$ cat src/rtl/pc_unit_param.sv
// pc_unit_param: parametrised fetch program counter for the RISC-V core.
// After reset the PC is held at RESET_VECTOR for BOOT_CYCLES edges (BOOT), and
// then advances every edge (RUN) with priority trap > stall > sequential/redirect.
// A redirect to a misaligned target is diverted to the trap vector. It raises a
// one-cycle MisalignFlt pulse and records the target in FaultAddr.
// Optional feature macro: PC_STATS_EN builds the saturating RedirCnt/StallCnt
// counters. When the macro is undefined, both counter outputs are tied to zero.
module pc_unit_param #(
  parameter int              XLEN         = 32,
  parameter logic [XLEN-1:0] RESET_VECTOR = '0,
  parameter int              BOOT_CYCLES  = 2,
  parameter int              CNT_W        = 32
) (
  input  logic             CLK,
  input  logic             Reset,
  input  logic             Stall,
  input  logic [1:0]       PCSrc,
  input  logic [XLEN-1:0]  PCTarget,
  input  logic [XLEN-1:0]  ALUResult,
  input  logic [XLEN-1:0]  TrapVector,
  output logic [XLEN-1:0]  PC,
  output logic [XLEN-1:0]  PCPlus4,
  output logic             PCValid,
  output logic             MisalignFlt,
  output logic [XLEN-1:0]  FaultAddr,
  output logic [CNT_W-1:0] RedirCnt,
  output logic [CNT_W-1:0] StallCnt
);

  localparam int              BW        = (BOOT_CYCLES > 1) ? $clog2(BOOT_CYCLES) : 1;
  localparam logic [BW-1:0]   BOOT_LAST = BW'(BOOT_CYCLES - 1);
  localparam logic [BW-1:0]   BOOT_ONE  = BW'(1);
  localparam logic [XLEN-1:0] PC_INC    = XLEN'(4);
  localparam logic [XLEN-1:0] ALU_MASK  = ~(XLEN'(1));
  localparam logic [XLEN-1:0] TRAP_MASK = ~(XLEN'(3));

  typedef enum logic [0:0] {
    S_BOOT = 1'b0,
    S_RUN  = 1'b1
  } state_t;

  state_t          r_state;
  state_t          w_state_next;
  logic [BW-1:0]   r_boot_cnt;
  logic [BW-1:0]   w_boot_cnt_next;
  logic [XLEN-1:0] r_pc;
  logic [XLEN-1:0] w_pc_next;
  logic            r_misalign;
  logic            w_misalign;
  logic [XLEN-1:0] r_fault;
  logic [XLEN-1:0] w_fault_next;
  logic [XLEN-1:0] w_pc_plus4;
  logic [XLEN-1:0] w_tgt;
  logic [XLEN-1:0] w_trap_pc;

  // The JALR target always has bit 0 cleared. The trap handler is always word aligned.
  assign w_pc_plus4 = r_pc + PC_INC;
  assign w_tgt      = (PCSrc == 2'b01) ? PCTarget : (ALUResult & ALU_MASK);
  assign w_trap_pc  = TrapVector & TRAP_MASK;

  // Boot/run sequencing: count BOOT_CYCLES edges, then stay in RUN until reset.
  always_comb begin
    w_state_next    = r_state;
    w_boot_cnt_next = r_boot_cnt;
    case (r_state)
      S_BOOT: begin
        if (r_boot_cnt == BOOT_LAST) begin
          w_state_next = S_RUN;
        end else begin
          w_boot_cnt_next = r_boot_cnt + BOOT_ONE;
        end
      end
      S_RUN: begin
        w_state_next = S_RUN;
      end
      default: begin
        w_state_next    = S_BOOT;
        w_boot_cnt_next = '0;
      end
    endcase
  end

  // Next-PC selection with trap > stall > sequential/redirect priority; misalign detection.
  always_comb begin
    w_pc_next    = r_pc;
    w_misalign   = 1'b0;
    w_fault_next = r_fault;
    if (r_state == S_RUN) begin
      if (PCSrc == 2'b11) begin
        w_pc_next = w_trap_pc;
      end else if (Stall) begin
        w_pc_next = r_pc;
      end else if (PCSrc == 2'b00) begin
        w_pc_next = w_pc_plus4;
      end else if (w_tgt[1:0] != 2'b00) begin
        w_pc_next    = w_trap_pc;
        w_misalign   = 1'b1;
        w_fault_next = w_tgt;
      end else begin
        w_pc_next = w_tgt;
      end
    end else begin
      w_pc_next = RESET_VECTOR;
    end
  end

  // State, PC and fault registers; reset clears everything at once.
  always_ff @(posedge CLK or posedge Reset) begin
    if (Reset) begin
      r_state    <= S_BOOT;
      r_boot_cnt <= '0;
      r_pc       <= RESET_VECTOR;
      r_misalign <= 1'b0;
      r_fault    <= '0;
    end else begin
      r_state    <= w_state_next;
      r_boot_cnt <= w_boot_cnt_next;
      r_pc       <= w_pc_next;
      r_misalign <= w_misalign;
      r_fault    <= w_fault_next;
    end
  end

  assign PC          = r_pc;
  assign PCPlus4     = w_pc_plus4;
  assign PCValid     = (r_state == S_RUN);
  assign MisalignFlt = r_misalign;
  assign FaultAddr   = r_fault;

`ifdef PC_STATS_EN
  localparam logic [CNT_W-1:0] CNT_ONE = CNT_W'(1);

  logic             w_redirect;
  logic             w_stall_evt;
  logic [CNT_W-1:0] r_redir_cnt;
  logic [CNT_W-1:0] r_stall_cnt;

  // Classify the current RUN edge: redirect load (01/10/11) or stalled hold.
  always_comb begin
    w_redirect  = 1'b0;
    w_stall_evt = 1'b0;
    if (r_state == S_RUN) begin
      w_redirect  = (PCSrc == 2'b11) || (!Stall && (PCSrc != 2'b00));
      w_stall_evt = Stall && (PCSrc != 2'b11);
    end else begin
      w_redirect  = 1'b0;
      w_stall_evt = 1'b0;
    end
  end

  // Saturating statistics counters.
  always_ff @(posedge CLK or posedge Reset) begin
    if (Reset) begin
      r_redir_cnt <= '0;
      r_stall_cnt <= '0;
    end else begin
      if (w_redirect && (r_redir_cnt != '1)) begin
        r_redir_cnt <= r_redir_cnt + CNT_ONE;
      end
      if (w_stall_evt && (r_stall_cnt != '1)) begin
        r_stall_cnt <= r_stall_cnt + CNT_ONE;
      end
    end
  end

  assign RedirCnt = r_redir_cnt;
  assign StallCnt = r_stall_cnt;
`else
  assign RedirCnt = '0;
  assign StallCnt = '0;
`endif

endmodule

$ cat config.mk
export PLATFORM = sky130hd
export DESIGN_NAME = pc_unit_param
export DESIGN_NICKNAME = d
export VERILOG_FILES = /design/src/rtl/pc_unit_param.sv
export SDC_FILE = /design/constraint.sdc
export NUM_CORES = 1
export LEC_CHECK = 0
export ABC_AREA = 1
export CORE_MARGIN = 2
export CORE_UTILIZATION = 44
export DETAILED_ROUTE_END_ITERATION = 8
export HOLD_SLACK_MARGIN = 0.05
export MAX_ROUTING_LAYER = met4
export PLACE_DENSITY = 0.87
export SLEW_MARGIN = 15
export SYNTH_ARGS = -nofsm -noshare
export SYNTH_HDL_FRONTEND = slang
export SYNTH_SLANG_ARGS = --single-unit
$ cat constraint.sdc
create_clock -name CLK -period 5.7 [get_ports CLK]
set_input_delay 1.14 -clock CLK [delete_from_list [all_inputs] [get_ports CLK]]
set_output_delay 1.14 -clock CLK [all_outputs]
set_load 0.02 [all_outputs]
# Word-level counts from Yosys, hierarchy flattened
# Cells that the tools add are included.
# classes
muxes	14
reduce_logical	3
n_addsub	2
eq_ne	3
bitwise_logic	4
shift	0
n_lt_le_gt_ge	0
div	0
mul	0
# op_table
operator	n
$mux 32	6
$add 32x3->32 const B	1
$mux 1	7
$reduce_and 5->1	1
$not 1->1	4
$ne 3x2->1 const B	1
$eq 2x1->1 const B	1
$eq 2x2->1 const B	1
$logic_not 2->1	1
$pmux 1 s2	1
$reduce_bool 2->1	1
$add 1x1->1 const B	1
# totals
output_inout_bits	162
word_cells	31
register_bits	67
mem_count	0
romBits	0
ramBits	0
latchBits	0

# Depth between registers and ports, before layout
# depth
ltp_word	8
ltp_mapped	14
depth_no_buf	12

# Worst setup path before layout
# Ideal clock, no wire load.
# synth_timing
path_kind	flip-flop to output port
from	reg r_pc[3], in the netlist PC[3]
to	out PCPlus4[22]
setup_slack_ns	3.098
path_stages_with_launch	8
path_buffers	0
required_time_ns	4.560
arrival_time_ns	1.462
path_cell_list	dfrtp_1 ha_1 nand2_1 nor2_4 nand2_2 nor2_4 nand3b_1 nand2_1
# synth_between
elab_chain_len	1
# synth_lines
element	line_no	text
from (decl)	46	logic [XLEN-1:0] r_pc;
from (signal assigned)	118	r_pc <= w_pc_next;
$add 32x3->32	57	assign w_pc_plus4 = r_pc + PC_INC;
to (decl)	22	output logic [XLEN-1:0] PCPlus4,
# No other way between the ends.

# Worst setup path after layout
# layout_timing
from	in PCSrc[0]
to	reg r_pc[6], in the netlist PC[6]
# layout_between
elab_chain_len	8
word_cells_on_any_way	11
cone_classes	eq/ne (3); mux (6); reduce/logical (2)
# layout_lines
element	line_no	text
from (decl)	17	input logic [1:0] PCSrc,
$eq 2x1->1	58	assign w_tgt = (PCSrc == 2'b01) ? PCTarget : (ALUResult & ALU_MASK);
$mux 32	58	
$reduce_bool 2->1	95	end else if (w_tgt[1:0] != 2'b00) begin
$mux 32	95	
$mux 32	93	end else if (PCSrc == 2'b00) begin
$mux 32	91	end else if (Stall) begin
$mux 32	89	if (PCSrc == 2'b11) begin
$mux 32	88	if (r_state == S_RUN) begin
# Several ways; a longest one is shown, not always the timed one. The select of a mux whose other input is x is not followed.
# A chain may end at the register's enable or synchronous reset.

==> impl_metrics.json <==
{
  "power_leakage_nw": 3.56,
  "timing.critical_path.to": "PC[6]$_DFFE_PP0P_",
  "setup.worst_path.end_class": "flop",
  "crit_cells": 10,
  "io_pins": 263,
  "clock_tree.buffer_depth": 2,
  "fp.dieArea_um2": 12700,
  "internal-power_mw": 1.30,
  "yosys_register_bits": 67,
  "synth_seq_area_share_pct": 32.1,
  "placement.io_buffers": 195,
  "p_clk_share_pct": 27.8,
  "cts_inserted_buffers": 9,
  "nets": 1093,
  "max_ir_drop_vdd_mv": 0.184,
  "cts-hold-fix-buffers": 0,
  "grt-ovfl-total": 0,
  "pin_count_of_the_biggest_net_entering_global_routing": 68,
  "post-layout-total-power_mw": 2.14,
  "avgViaCountPerCell": 4.99,
  "cts_repair_resize_count": 0,
  "synth.cell_area_um2": 5220,
  "start_util_pct": 45.3,
  "synthArstFlopShare_pct": 100,
  "timing_max_transition_violations_final": 0,
  "area_growth_pct": 39.0,
  "crit_start": "PCSrc[0]",
  "fin_setup_tns_ns": 0,
  "combinational_power_share_pct": 41.4,
  "worst-endpoint-required_ns": 5.96,
  "clock_transition_time_at_the_flip_flop_clock_pins_of_the_worst_setup_and_hold_paths_ns": 0.06,
  "rsz_0062_raised_after_global_routing": "false",
  "drive_above_1_share_pct": 4.63,
  "worstHoldPathCells": 2,
  "critPathMaxStageDelay_ns": 0.86,
  "cells_after_synth": 808,
  "synth-edff-count": 0,
  "synth-warning-count": 0,
  "fmax_mhz": 266,
  "cts.repair_timing.setup_buffer_count": 0,
  "clock_tree_from_tritoncts": "built",
  "switching_share_pct": 39.2,
  "min_path_type": "reg2reg",
  "coreArea_um2": 11500,
  "final_min_period_over_clock_period_pct": 66.0,
  "critical_path_class": "in2reg",
  "total_global_route_track_usage_pct": 27.6,
  "via_count_of_the_first_global_routing_pass": 5189,
  "fin_crit_ns": 3.76,
  "fp-row-count": 39,
  "clock_sink_count": 67,
  "grt_antenna_before_repair": 0,
  "critPathTopFamily": "buffers and inverters",
  "crit_path_cell_trace": "clkdlybuf4s50_1, ha_1, nor2_2, nand2_1, inv_2, nor2_4, inv_2, a21oi_1, o21ai_0, nand2_1",
  "critical_path_arrival_ns": 4.03,
  "power_switching_mw": 0.839,
  "areal_power_density_over_the_cells_nw_per_um2": 295,
  "reg2reg_depth": 9,
  "violations": "design-rule violations",
  "synth_ff_type": "sky130_fd_sc_hd__dfrtp_1",
  "place_congestion": 0.936,
  "drtAntennaViolNets": 0,
  "wire_length_of_the_first_global_routing_pass_um": 26800,
  "r2r_startpoint": "PCValid$_DFF_PP0_",
  "htreeDepth": 3,
  "floorplan.die.width_um": 113,
  "worst_r2r_endpoint": "PC[2]$_DFFE_PP0P_",
  "seq_power_share_pct": 30.9,
  "dieHeight_um": 113,
  "drt_pass1_iterations": 9,
  "num-fill-cells": 1098,
  "routed_wl_um": 17400,
  "timing.critical_path.slowest_stage_cell": "sky130_fd_sc_hd__ha_1",
  "avg_synthesized_cell_area_um2": 6.46,
  "run_status": "complete, but fails checks",
  "final_hold_viol_count": 0,
  "root_buffer": "sky130_fd_sc_hd__clkbuf_16",
  "detailedPlacementHpwl_um": 13000,
  "worstMarginPinSlew_ns": 1.03,
  "synth.distinct_cells": 28,
  "initialDrtViolationCount": 485,
  "routed-via-count": 5664,
  "critical_path_buf_inv_count": 3,
  "antenna_cells": 0,
  "setup.reg_to_reg.worst_slack_ns": 3.46,
  "relSlewSlack_pct": 31.1,
  "routedWlPerCell_um": 15.4,
  "clock_latency_of_the_later_clocked_register_in_the_worst_skew_pair_ns": 0.33,
  "drc_errors": 17,
  "worstPathMaxFanout": 28,
  "worstSetupStartpointType": "primary input",
  "total_of_max_cap_violations": 0,
  "final.setup_skew_ns": 0.00688,
  "setup-violations-final": 0
}
-- area by class of cell --
type / instances / area, um2 / share of cell area [%]
multi-input combinational: 640 / 2840 / 39.1
timing repair buffer: 199 / 1980 / 27.3
sequential: 67 / 1680 / 23.1
inverter: 71 / 267 / 3.67
clock buffer: 9 / 225 / 3.11
tap: 143 / 179 / 2.47
clock inverter: 7 / 83.8 / 1.16
-- logic make-up (layout without fill, tap and decap cells) --
family          count (synthesis)  after routing  synth area share [%]
xor+xnor                        3              3                 0.504
mux                            10             10                  1.92
other cells                     1             64                0.0719
flops                          67             67                  32.1
compound gates                 92             92                  9.33
buf+inv                       164            286                  18.0
simple gates                  467            467                  37.1
fa+ha+maj                       4              4                 0.959
-- worst min-delay path by stage --
stage | startpoint | slack (ns) | to
2_1_floorplan | r_boot_cnt$_DFFE_PP0N_ | 0.41 | r_boot_cnt$_DFFE_PP0N_
3_3_place_gp | r_boot_cnt$_DFFE_PP0N_ | 0.42 | r_boot_cnt$_DFFE_PP0N_
3_5_place_dp | r_boot_cnt$_DFFE_PP0N_ | 0.43 | r_boot_cnt$_DFFE_PP0N_
4_1_cts | r_boot_cnt$_DFFE_PP0N_ | 0.45 | r_boot_cnt$_DFFE_PP0N_
5_1_grt | r_boot_cnt$_DFFE_PP0N_ | 0.46 | r_boot_cnt$_DFFE_PP0N_
6_report | r_boot_cnt$_DFFE_PP0N_ | 0.44 | r_boot_cnt$_DFFE_PP0N_
-- synthesized netlist by cell type, types with 5 or more instances --
master / n / area, um2
sky130_fd_sc_hd__nand2_2: 6 / 37.5
sky130_fd_sc_hd__nor2_2: 5 / 31.3
sky130_fd_sc_hd__nor2_1: 66 / 248
sky130_fd_sc_hd__nand3_1: 30 / 150
sky130_fd_sc_hd__a21oi_1: 27 / 135
sky130_fd_sc_hd__buf_6: 6 / 67.6
sky130_fd_sc_hd__and2_1: 7 / 43.8
sky130_fd_sc_hd__mux2i_1: 10 / 100
sky130_fd_sc_hd__dfrtp_1: 67 / 1680
sky130_fd_sc_hd__nor2_4: 8 / 90.1
sky130_fd_sc_hd__nand2_1: 336 / 1260
sky130_fd_sc_hd__a31oi_1: 19 / 119
sky130_fd_sc_hd__inv_1: 66 / 248
sky130_fd_sc_hd__buf_2: 13 / 65.1
sky130_fd_sc_hd__buf_4: 70 / 526
sky130_fd_sc_hd__o21ai_0: 44 / 220
sky130_fd_sc_hd__nand3b_1: 7 / 52.6
-- power by group through the flow --
| stage | Sequential [mW] | Clock, mW | Combinational (mW) |
|---|---|---|---|
| 6_report | 0.660 | 0.594 | 0.884 |
| 3_5_place_dp | 0.666 | 0 | 0.881 |
| 2_1_floorplan | 0.762 | 0 | 0.394 |
| 3_3_place_gp | 0.662 | 0 | 0.870 |
| 4_1_cts | 0.659 | 0.598 | 0.885 |
| 5_1_grt | 0.673 | 0.619 | 0.951 |
-- tightest hold or removal path, cell delays in order (launching register included) --
cell and delay (ns):
sky130_fd_sc_hd__dfrtp_1 0.32, sky130_fd_sc_hd__inv_1 0.05, sky130_fd_sc_hd__nand2_1 0.05
-- flip-flops by register name (all words and copies together), names as in the netlist --
| name | count |
|---|---|
| FaultAddr | 32 |
| MisalignFlt | 1 |
| PCValid | 1 |
| PC | 32 |
| r_boot_cnt | 1 |
-- layer usage --
layer  wire length (um)  GRT usage [%]  vias up
met5                  0              -        -
met2               8190           45.0      315
met4                492           9.43        0
li1                   -              -     2753
met1               7260           35.5     2559
met3               1500           3.64       37
-- placed cells by master, fill, tap and decap left out --
master / count
sky130_fd_sc_hd__a31oi_1: 19
sky130_fd_sc_hd__clkdlybuf4s50_1: 195
sky130_fd_sc_hd__clkinv_1: 1
sky130_fd_sc_hd__inv_6: 2
sky130_fd_sc_hd__a21boi_0: 1
sky130_fd_sc_hd__inv_8: 1
sky130_fd_sc_hd__nand2_1: 336
sky130_fd_sc_hd__nand2_4: 1
sky130_fd_sc_hd__nand3_1: 30
sky130_fd_sc_hd__nand3_2: 1
sky130_fd_sc_hd__xnor2_1: 1
sky130_fd_sc_hd__dfrtp_1: 67
sky130_fd_sc_hd__nand2_2: 6
sky130_fd_sc_hd__bufinv_16: 1
sky130_fd_sc_hd__and2_1: 7
sky130_fd_sc_hd__inv_2: 5
sky130_fd_sc_hd__nor2_2: 5
sky130_fd_sc_hd__a21oi_1: 27
sky130_fd_sc_hd__buf_4: 4
sky130_fd_sc_hd__nand3b_1: 7
sky130_fd_sc_hd__ha_1: 4
sky130_fd_sc_hd__mux2i_1: 10
sky130_fd_sc_hd__nor2_4: 8
sky130_fd_sc_hd__inv_1: 65
sky130_fd_sc_hd__o21ai_0: 44
sky130_fd_sc_hd__clkinv_4: 2
sky130_fd_sc_hd__xor2_1: 2
sky130_fd_sc_hd__o21ai_1: 1
sky130_fd_sc_hd__nor2_1: 66
sky130_fd_sc_hd__clkinvlp_4: 1
sky130_fd_sc_hd__clkbuf_16: 9
sky130_fd_sc_hd__conb_1: 64
-- through the flow --
step                      util, %  hold slack [ns]  cells  area [um2]  setup slack (ns)
after floorplan                 -            0.414    871        5460              2.88
after global placement       60.3            0.424   1120        6940              1.72
after detailed placement     60.3            0.432   1120        6940              1.66
after CTS                    63.0            0.447   1136        7250              1.98
after global routing         63.0            0.460   1136        7250              1.75
final                        63.0            0.445   1136        7250              1.94
No activity file was read; power rests on OpenSTA's default activity.
